$ cat config.mk
export PLATFORM = sky130hd
export DESIGN_NAME = wide_add_sequencer
export DESIGN_NICKNAME = d
export VERILOG_FILES = /design/src/rtl/wide_add_sequencer.sv
export SDC_FILE = /design/constraint.sdc
export NUM_CORES = 1
export LEC_CHECK = 0
export BUFFER_PORTS_ARGS = -buffer_cell sky130_fd_sc_hd__buf_2
export CAP_MARGIN = 15
export CORE_UTILIZATION = 42
export CTS_CLUSTER_DIAMETER = 80
export DETAILED_ROUTE_END_ITERATION = 12
export PLACE_DENSITY = 0.63
export SLEW_MARGIN = 15
export SYNTH_ARGS = -nofsm -noshare
export SYNTH_HDL_FRONTEND = slang
export SYNTH_SLANG_ARGS = --single-unit
$ cat constraint.sdc
create_clock -name clk -period 15.3 [get_ports clk]
set_clock_uncertainty 0.15 [all_clocks]
set_input_delay 0 -clock clk [delete_from_list [all_inputs] [get_ports clk]]
set_output_delay 0 -clock clk [all_outputs]
set_load 0.005 [all_outputs]
$ cat src/rtl/wide_add_sequencer.sv
// Multi-word adder/subtractor that reuses one WIDTH-bit carry-select adder,
// one slice per clock, least-significant slice first.

module CarrySelectAdder #(
  parameter int WIDTH = 32
) (
  input  logic [WIDTH-1:0] A,
  input  logic [WIDTH-1:0] B,
  input  logic             Cin,
  output logic [WIDTH-1:0] S,
  output logic             Cout
);

  localparam int LW = WIDTH / 2;
  localparam int UW = WIDTH - LW;

  logic [LW:0] w_lo;
  logic [UW:0] w_hi0;
  logic [UW:0] w_hi1;

  // Upper half is computed for both possible carries; the lower carry picks one.
  assign w_lo  = {1'b0, A[LW-1:0]} + {1'b0, B[LW-1:0]} + {{LW{1'b0}}, Cin};
  assign w_hi0 = {1'b0, A[WIDTH-1:LW]} + {1'b0, B[WIDTH-1:LW]};
  assign w_hi1 = {1'b0, A[WIDTH-1:LW]} + {1'b0, B[WIDTH-1:LW]} + {{UW{1'b0}}, 1'b1};

  assign S    = {(w_lo[LW] ? w_hi1[UW-1:0] : w_hi0[UW-1:0]), w_lo[LW-1:0]};
  assign Cout = w_lo[LW] ? w_hi1[UW] : w_hi0[UW];

endmodule

module wide_add_sequencer #(
  parameter int WIDTH = 32,
  parameter int WORDS = 4
) (
  input  logic                   clk,
  input  logic                   rst,
  input  logic                   in_valid,
  output logic                   in_ready,
  input  logic [WIDTH*WORDS-1:0] A,
  input  logic [WIDTH*WORDS-1:0] B,
  input  logic                   Cin,
  input  logic                   sub,
  output logic                   out_valid,
  input  logic                   out_ready,
  output logic [WIDTH*WORDS-1:0] S,
  output logic                   Cout,
  output logic                   ovf,
  output logic                   zero
);

  localparam int TW = WIDTH * WORDS;
  localparam int KW = $clog2(WORDS);
  localparam logic [KW-1:0] LAST_K = KW'(WORDS - 1);

  typedef enum logic [1:0] {IDLE, RUN, DONE} state_t;

  state_t          r_state;
  state_t          w_next;
  logic [TW-1:0]   r_a;
  logic [TW-1:0]   r_b;
  logic [TW-1:0]   r_s;
  logic [KW-1:0]   r_k;
  logic            r_carry;
  logic            r_cout;
  logic            r_ovf;
  logic            r_zero;
  logic [WIDTH-1:0] w_aSlice;
  logic [WIDTH-1:0] w_bSlice;
  logic [WIDTH-1:0] w_sliceSum;
  logic            w_sliceCout;
  logic            w_accept;
  logic            w_last;

  assign w_accept = (r_state == IDLE) && in_valid;
  assign w_last   = (r_state == RUN) && (r_k == LAST_K);

  always_comb begin
    w_aSlice = '0;
    w_bSlice = '0;
    for (int i = 0; i < WORDS; i++) begin
      if (r_k == KW'(i)) begin
        w_aSlice = r_a[i*WIDTH +: WIDTH];
        w_bSlice = r_b[i*WIDTH +: WIDTH];
      end
    end
  end

  CarrySelectAdder #(.WIDTH(WIDTH)) u_adder (
    .A    (w_aSlice),
    .B    (w_bSlice),
    .Cin  (r_carry),
    .S    (w_sliceSum),
    .Cout (w_sliceCout)
  );

  always_ff @(posedge clk or posedge rst) begin
    if (rst) begin
      r_state <= IDLE;
    end else begin
      r_state <= w_next;
    end
  end

  always_comb begin
    w_next    = r_state;
    in_ready  = 1'b0;
    out_valid = 1'b0;
    case (r_state)
      IDLE: begin
        in_ready = 1'b1;
        if (in_valid) w_next = RUN;
      end
      RUN: begin
        if (r_k == LAST_K) w_next = DONE;
      end
      DONE: begin
        out_valid = 1'b1;
        if (out_ready) w_next = IDLE;
      end
      default: w_next = IDLE;
    endcase
  end

  // B is stored already inverted for subtraction so the slice loop is a plain add.
  always_ff @(posedge clk or posedge rst) begin
    if (rst) begin
      r_a     <= '0;
      r_b     <= '0;
      r_s     <= '0;
      r_k     <= '0;
      r_carry <= 1'b0;
      r_cout  <= 1'b0;
      r_ovf   <= 1'b0;
      r_zero  <= 1'b0;
    end else if (w_accept) begin
      r_a     <= A;
      r_b     <= sub ? ~B : B;
      r_k     <= '0;
      r_carry <= sub ? 1'b1 : Cin;
    end else if (r_state == RUN) begin
      for (int i = 0; i < WORDS; i++) begin
        if (r_k == KW'(i)) r_s[i*WIDTH +: WIDTH] <= w_sliceSum;
      end
      r_carry <= w_sliceCout;
      if (w_last) begin
        r_k    <= '0;
        r_cout <= w_sliceCout;
        r_ovf  <= (r_a[TW-1] == r_b[TW-1]) && (w_sliceSum[WIDTH-1] != r_a[TW-1]);
        r_zero <= ~|{w_sliceSum, r_s[TW-WIDTH-1:0]};
      end else begin
        r_k <= r_k + 1'b1;
      end
    end
  end

  assign S    = r_s;
  assign Cout = r_cout;
  assign ovf  = r_ovf;
  assign zero = r_zero;

endmodule

After elaboration in Yosys (flattened, before gate mapping)
Cells that the tools add are included.
W data, S select, Z words.
{ "classes": {"bitwise_logic": 2, "n_reduce_logical": 14, "add_sub_neg": 5, "eq_ne": 10, "mux": 23} }
{ "op_table": {"columns": ["operator", "count"], "rows": [
  ["$mux W32", 8],
  ["$mux W128", 1],
  ["$not A128 Y128", 1],
  ["$reduce_or A128 Y1", 1],
  ["$add A16 B16 Y17", 2],
  ["$reduce_and A3 Y1", 6],
  ["$add A17 B1 Y17", 1],
  ["$add A17 B1 Y17 const B", 1],
  ["$mux W16", 1],
  ["$mux W2", 6],
  ["$eq A2 B2 Y1 const B", 3],
  ["$mux W1", 6],
  ["$pmux W2 S3", 1],
  ["$eq A2 B1 Y1 const B", 2],
  ["$logic_not A2 Y1", 2],
  ["$ne A2 B2 Y1 const B", 2],
  ["$logic_and A1 B1 Y1", 3],
  ["$add A2 B1 Y2 const B", 1],
  ["$ne A2 B1 Y1 const B", 1],
  ["$reduce_bool A2 Y1", 1],
  ["$eq A1 B1 Y1", 1],
  ["$logic_not A1 Y1", 1],
  ["$ne A1 B1 Y1", 1],
  ["$not A1 Y1", 1]
]} }
{ "word_totals": {"input_bits": 262, "reg_bits": 392} }

Depth between registers and ports, before layout
{ "depth": {"word_depth": 10, "ltp_mapped": 23, "depth_no_buf": 20} }

Modules after synthesis
From an unflattened synthesis, not the netlist that was laid out.
{ "unflattened": {"hier_cells": 1880, "hier_area_um2": 19905.3} }
{ "modules_own_cells": {"columns": ["mod", "instances", "area_per_inst_um2", "cells_per_inst", "seq_area_each_um2"], "rows": [
  ["wide_add_sequencer", 1, 17920.9, 1605, 9809.4],
  ["CarrySelectAdder", 1, 1984.4, 275, 0.0]
]} }

Least setup slack after synthesis
Ideal clock, no wire load.
{ "synth_timing": {"kind": "register to register", "from": "reg r_k[0]", "to": "reg r_zero, in the netlist zero", "synth_period_minus_slack_ps": 4789, "path_stages_with_launch": 24, "path_buffers": 3, "path_slack_ps": 10511, "setup_ps": 92, "required_time_ps": 15058, "arrival_ps": 4548, "cell_sequence": "dfrtp_1 -> inv_1 -> ha_1 -> clkbuf_1 -> buf_1 -> nand2_1 -> nor2_1 -> a21oi_1 -> nor2_1 -> a21oi_1 -> o21ai_0 -> fa_1 -> inv_1 -> fa_1 -> nand2b_1 -> a211oi_1 -> o21ai_1 -> a21bo_1 -> buf_2 -> nor3_1 -> xnor2_2 -> nand4_1 -> or4_1 -> o31ai_2"} }
{ "synth_between": {"elab_chain_len": 10} }
{ "synth_rtl": {"columns": ["item", "line", "source"], "rows": [
  ["from (decl)", "62", "logic [KW-1:0] r_k;"],
  ["from (signal assigned)", "151", "r_k <= r_k + 1'b1;"],
  ["$logic_not A2 Y1", "81", "if (r_k == KW'(i)) begin"],
  ["$mux W32 (4 in series)", "81", null],
  ["$add A16 B16 Y17 (on tied branches)", "23, 24, 22", null],
  ["$add A17 B1 Y17 (on tied branches)", "24, 22", null],
  ["$mux W16", "26", "assign S = {(w_lo[LW] ? w_hi1[UW-1:0] : w_hi0[UW-1:0]), w_lo[LW-1:0]};"],
  ["$reduce_or A128 Y1", "149", "r_zero <= ~|{w_sliceSum, r_s[TW-WIDTH-1:0]};"],
  ["$logic_not A1 Y1", "149", null],
  ["to (signal assigned)", "149", null],
  ["to (decl)", "66", "logic r_zero;"]
]} }
Several ways; a longest one is shown, not always the timed one.
A chain may end at the register's enable or synchronous reset.

Worst setup path in the final report
Ends and elaborated chain as after synthesis.

==> tab_implementation.tex <==
\begin{tabular}{lr}
\hline
Metric & Value \\
\hline
\multicolumn{2}{l}{\textbf{Layout}} \\
\quad Design Area, Final & 27900 sq um \\
\quad Commonest cells after routing, fill and taps aside & 781 x sky130\_fd\_sc\_hd\_\_nand2\_1, 421 x sky130\_fd\_sc\_hd\_\_dlygate4sd3\_1, 393 x sky130\_fd\_sc\_hd\_\_buf\_2 \\
\quad Most common cell after layout, fill and taps aside & sky130\_fd\_sc\_hd\_\_nand2\_1 \\
\quad Total of fill cells in the finished design & 3882 \\
\quad Storage cell area & 9810 sq um \\
\quad Footprint of the multi-input gates & 9370 sq um \\
\quad Post-layout nets & 3392 \\
\quad Relative area change from synthesis to final layout & 41.0\% \\
\quad Fraction of layout cells with a size suffix above 1 & 16.5\% \\
\multicolumn{2}{l}{\textbf{STA}} \\
\quad Unrepaired setup endpoints after global routing & false \\
\quad Share of the cycle needed by the critical path after routing & 38.8\% \\
\quad Endpoints failing setup & 0 \\
\quad Transition time of the tightest slew-check pin & 1.27 ns \\
\quad Fmax & 0.168 GHz \\
\quad Final total negative setup slack & 0 ns \\
\quad Setup slack of the critical path after layout & 9.36 ns \\
\quad Worst slack on hold paths & -0.0125 ns \\
\quad Final hold violations & 2 \\
\quad Minimum clock period & approximately 5.9 ns \\
\quad Final count of pins violating max slew & 0 \\
\quad Worst-case headroom to the max-slew limit & 15.0\% \\
\multicolumn{2}{l}{\textbf{Die}} \\
\quad Number of I/O pins & 395 \\
\quad Area inside the core boundary & 46500 sq um \\
\quad Placement Rows & just under 80 \\
\quad Die width & 219 microns \\
\quad Total die area & 47900 sq um \\
\quad Die outline height & 219 microns \\
\quad Initial core utilization & a little over two fifths \\
\multicolumn{2}{l}{\textbf{Synth}} \\
\quad Number of synthesis warnings & 0 \\
\quad Instance count of the mapped netlist & 2370 \\
\quad Asr flop ratio synth & 100\% \\
\quad Top cell type's share of synthesized area & 49.6\% \\
\quad Total standard cell area after synthesis & 19800 sq um \\
\quad Number of flops mapped to enable cells by yosys & 0 \\
\quad Cell accounting for the most synthesized area & sky130\_fd\_sc\_hd\_\_dfrtp\_1 \\
\quad Seq cells post-synth & 392 \\
\quad Share of the yosys chip area belonging to registers & approximately half \\
\quad Number of distinct library cells after synthesis & 80 \\
\quad Top area cells in the synthesized netlist & sky130\_fd\_sc\_hd\_\_dfrtp\_1 50\%, sky130\_fd\_sc\_hd\_\_nand2\_1 15\%, sky130\_fd\_sc\_hd\_\_o21ai\_0 8.3\% \\
\quad Synthesized area per cell & approximately 8.3 sq um \\
\quad Most common flop cell mapped by yosys & sky130\_fd\_sc\_hd\_\_dfrtp\_1 \\
\quad Nets in the synthesized netlist & between 2000 and 3000 \\
\multicolumn{2}{l}{\textbf{Global routing}} \\
\quad Number of global-route vias before repair & about 20000 \\
\quad Wire length of the first global-routing pass & 112000 microns \\
\quad Antenna violations before repair & 3 \\
\quad Maximum number of pins on one net before global-route repair & 304 \\
\quad Total grt overflow & 0 \\
\quad Gr usage total & 30.7\% \\
\multicolumn{2}{l}{\textbf{Routing}} \\
\quad Antenna-violating nets left & 0 \\
\quad Vias per inst & 5.37 \\
\quad Vias after detailed routing & around 20000 \\
\quad Number of search-and-repair iterations in the first detailed-routing pass & 5 \\
\quad WL final & 74000 microns \\
\quad Drt drc & 0 \\
\quad Average wire per standard cell & 19.8 microns \\
\quad First-iteration detailed-routing DRC count & 1930 \\
\multicolumn{2}{l}{\textbf{Critical path}} \\
\quad Critical Path Source & r\_k[0] \\
\quad Kind of launch point of the worst setup path & flip-flop \\
\quad Worst reg2reg path startpoint & r\_k[0] \\
\quad Required time reported for the critical path endpoint & 15.62 ns \\
\quad Arr. time, crit path & 6.26 ns \\
\quad Crit. End Element & flip-flop \\
\quad Largest fanout of any net on the critical path & 84 \\
\quad Critical path start-end classification & reg -> reg \\
\multicolumn{2}{l}{\textbf{Power and ir drop}} \\
\quad Worst voltage drop across the vdd grid & 0.000110 V \\
\quad Leakage & around 13 nW \\
\quad Power density relative to cell area & 225 nW/um\^{}2 \\
\multicolumn{2}{l}{\textbf{Clock tree}} \\
\quad Later-pin clock latency in the skew report & between 0.5 and 0.6 ns \\
\quad CTS clk-pin slew, worst paths & 0.06 ns \\
\quad Clock root buffer & sky130\_fd\_sc\_hd\_\_clkbuf\_16 \\
\quad Post-CTS setup buffers & 0 \\
\quad Number of buffers inserted during clock tree synthesis & 45 \\
\quad Maximum count of clock buffers along a single path & 3 \\
\quad TritonCTS clock tree & built \\
\quad Number of levels the H-tree was split into & 2 \\
\quad Clock Sink Count & 392 \\
\multicolumn{2}{l}{\textbf{Job}} \\
\quad Max capacitance violation total & 0 \\
\multicolumn{2}{l}{\textbf{Run status}} \\
\quad Result of the run & finished, violations left \\
\quad Violated checks & hold timing \\
\multicolumn{2}{l}{\textbf{Place}} \\
\quad Placed Area & 22100 sq um \\
\quad Total half-perimeter wirelength after legalization and detailed placement & around 46000 microns \\
\quad Placement Setup Slack & 9.33 ns \\
\quad Routability-driven placement congestion ratio & 0.909 \\
\quad Number of port buffers & 394 \\
\multicolumn{2}{l}{\textbf{Worst hold path}} \\
\quad Hold path start & sub \\
\quad Hold Crit Class & in -> reg \\
\hline
\end{tabular}
## final timing paths
check	cells past startpoint	slack, ns	endpoint
max in group asynchronous	5	12.89	r_a[117]
min in group asynchronous	3	0	S[107]
max	17	9.36	zero
min	3	-0.01	r_b[57]
max reg2reg	17	9.36	zero
min reg2reg	2	0.32	r_a[48]
## power by group
part | switching (mW) | total [mW] | internal (mW)
combinational | 2.15 | 3.29 | 1.14
clock | 0.448 | 1.13 | 0.679
sequential | 0.342 | 1.86 | 1.52
## state kept, by name, indices dropped and copies added, names as in the netlist
name,count
S,128
r_carry,1
Cout,1
r_state,2
r_k,2
r_b,128
r_a,128
zero,1
ovf,1
## worst max-delay path, stage by stage, from the launching register on
cell,delay [ns]
sky130_fd_sc_hd__dfrtp_1,0.47
sky130_fd_sc_hd__inv_1,0.17
sky130_fd_sc_hd__ha_4,0.48
sky130_fd_sc_hd__buf_4,0.72
sky130_fd_sc_hd__nor2_1,0.11
sky130_fd_sc_hd__a21oi_1,0.23
sky130_fd_sc_hd__o21ai_0,0.15
sky130_fd_sc_hd__ha_1,0.30
sky130_fd_sc_hd__fa_1,0.52
sky130_fd_sc_hd__a211oi_4,0.30
sky130_fd_sc_hd__nor2_2,0.11
sky130_fd_sc_hd__o311ai_4,0.32
sky130_fd_sc_hd__nand2_2,0.12
sky130_fd_sc_hd__nand4bb_1,0.43
sky130_fd_sc_hd__nor4_1,0.41
sky130_fd_sc_hd__xnor2_1,0.32
sky130_fd_sc_hd__nand3_1,0.15
sky130_fd_sc_hd__o31ai_2,0.26
## routing by layer
metal	up-vias	share of wire (%)	track usage, %
li1	9290	-	-
met1	9578	43	41.8
met2	932	45	47.4
met3	265	7.0	5.57
met4	2	4.8	14.4
met5	-	0.018	0
## kinds of logic after synthesis
| group | Yosys count | share of synthesized area, % |
|---|---|---|
| adders and majority gates | 39 | 2.58 |
| buffers and inverters | 170 | 3.26 |
| muxes | 6 | 0.336 |
| AOI/OAI and AO/OA | 547 | 15.3 |
| and+or+nand+nor | 1054 | 21.6 |
| xor gates and xnor gates | 162 | 7.22 |
| DFF | 392 | 49.6 |
## repair_timing
| action | in CTS | in global routing |
|---|---|---|
| hold endpoints to repair | 374 | 0 |
| resized for setup | 0 | 0 |
| hold buffers | 421 | 0 |
## cells in the mapped netlist, types with 16 or more instances
cell type / number
sky130_fd_sc_hd__a21oi_1: 150
sky130_fd_sc_hd__nand2_1: 786
sky130_fd_sc_hd__ha_1: 36
sky130_fd_sc_hd__dfrtp_1: 392
sky130_fd_sc_hd__clkbuf_1: 142
sky130_fd_sc_hd__o21ai_0: 327
sky130_fd_sc_hd__inv_1: 16
sky130_fd_sc_hd__xnor2_1: 149
sky130_fd_sc_hd__nand4_1: 18
sky130_fd_sc_hd__nor4_1: 29
sky130_fd_sc_hd__nor2_1: 153
## cell type report
cell class	count	share of cell area, %
inverter	16	0.242
sequential	392	35.2
multi-input combinational	1808	33.6
clock buffer	68	4.86
timing repair buffer	828	22.6
antenna	3	0.0269
clock inverter	14	0.687
tap	607	2.73
## metrics by stage
step | cells | utilization [%] | total power [mW]
after floorplan | 2370 | - | 3.86
after global placement | 3230 | 47.5 | 4.88
after detailed placement | 3230 | 47.5 | 4.95
after CTS | 3733 | 59.9 | 6.20
after global routing | 3735 | 60.0 | 6.72
final | 3736 | 60.0 | 6.28
Power figures use the tool's default switching activity.
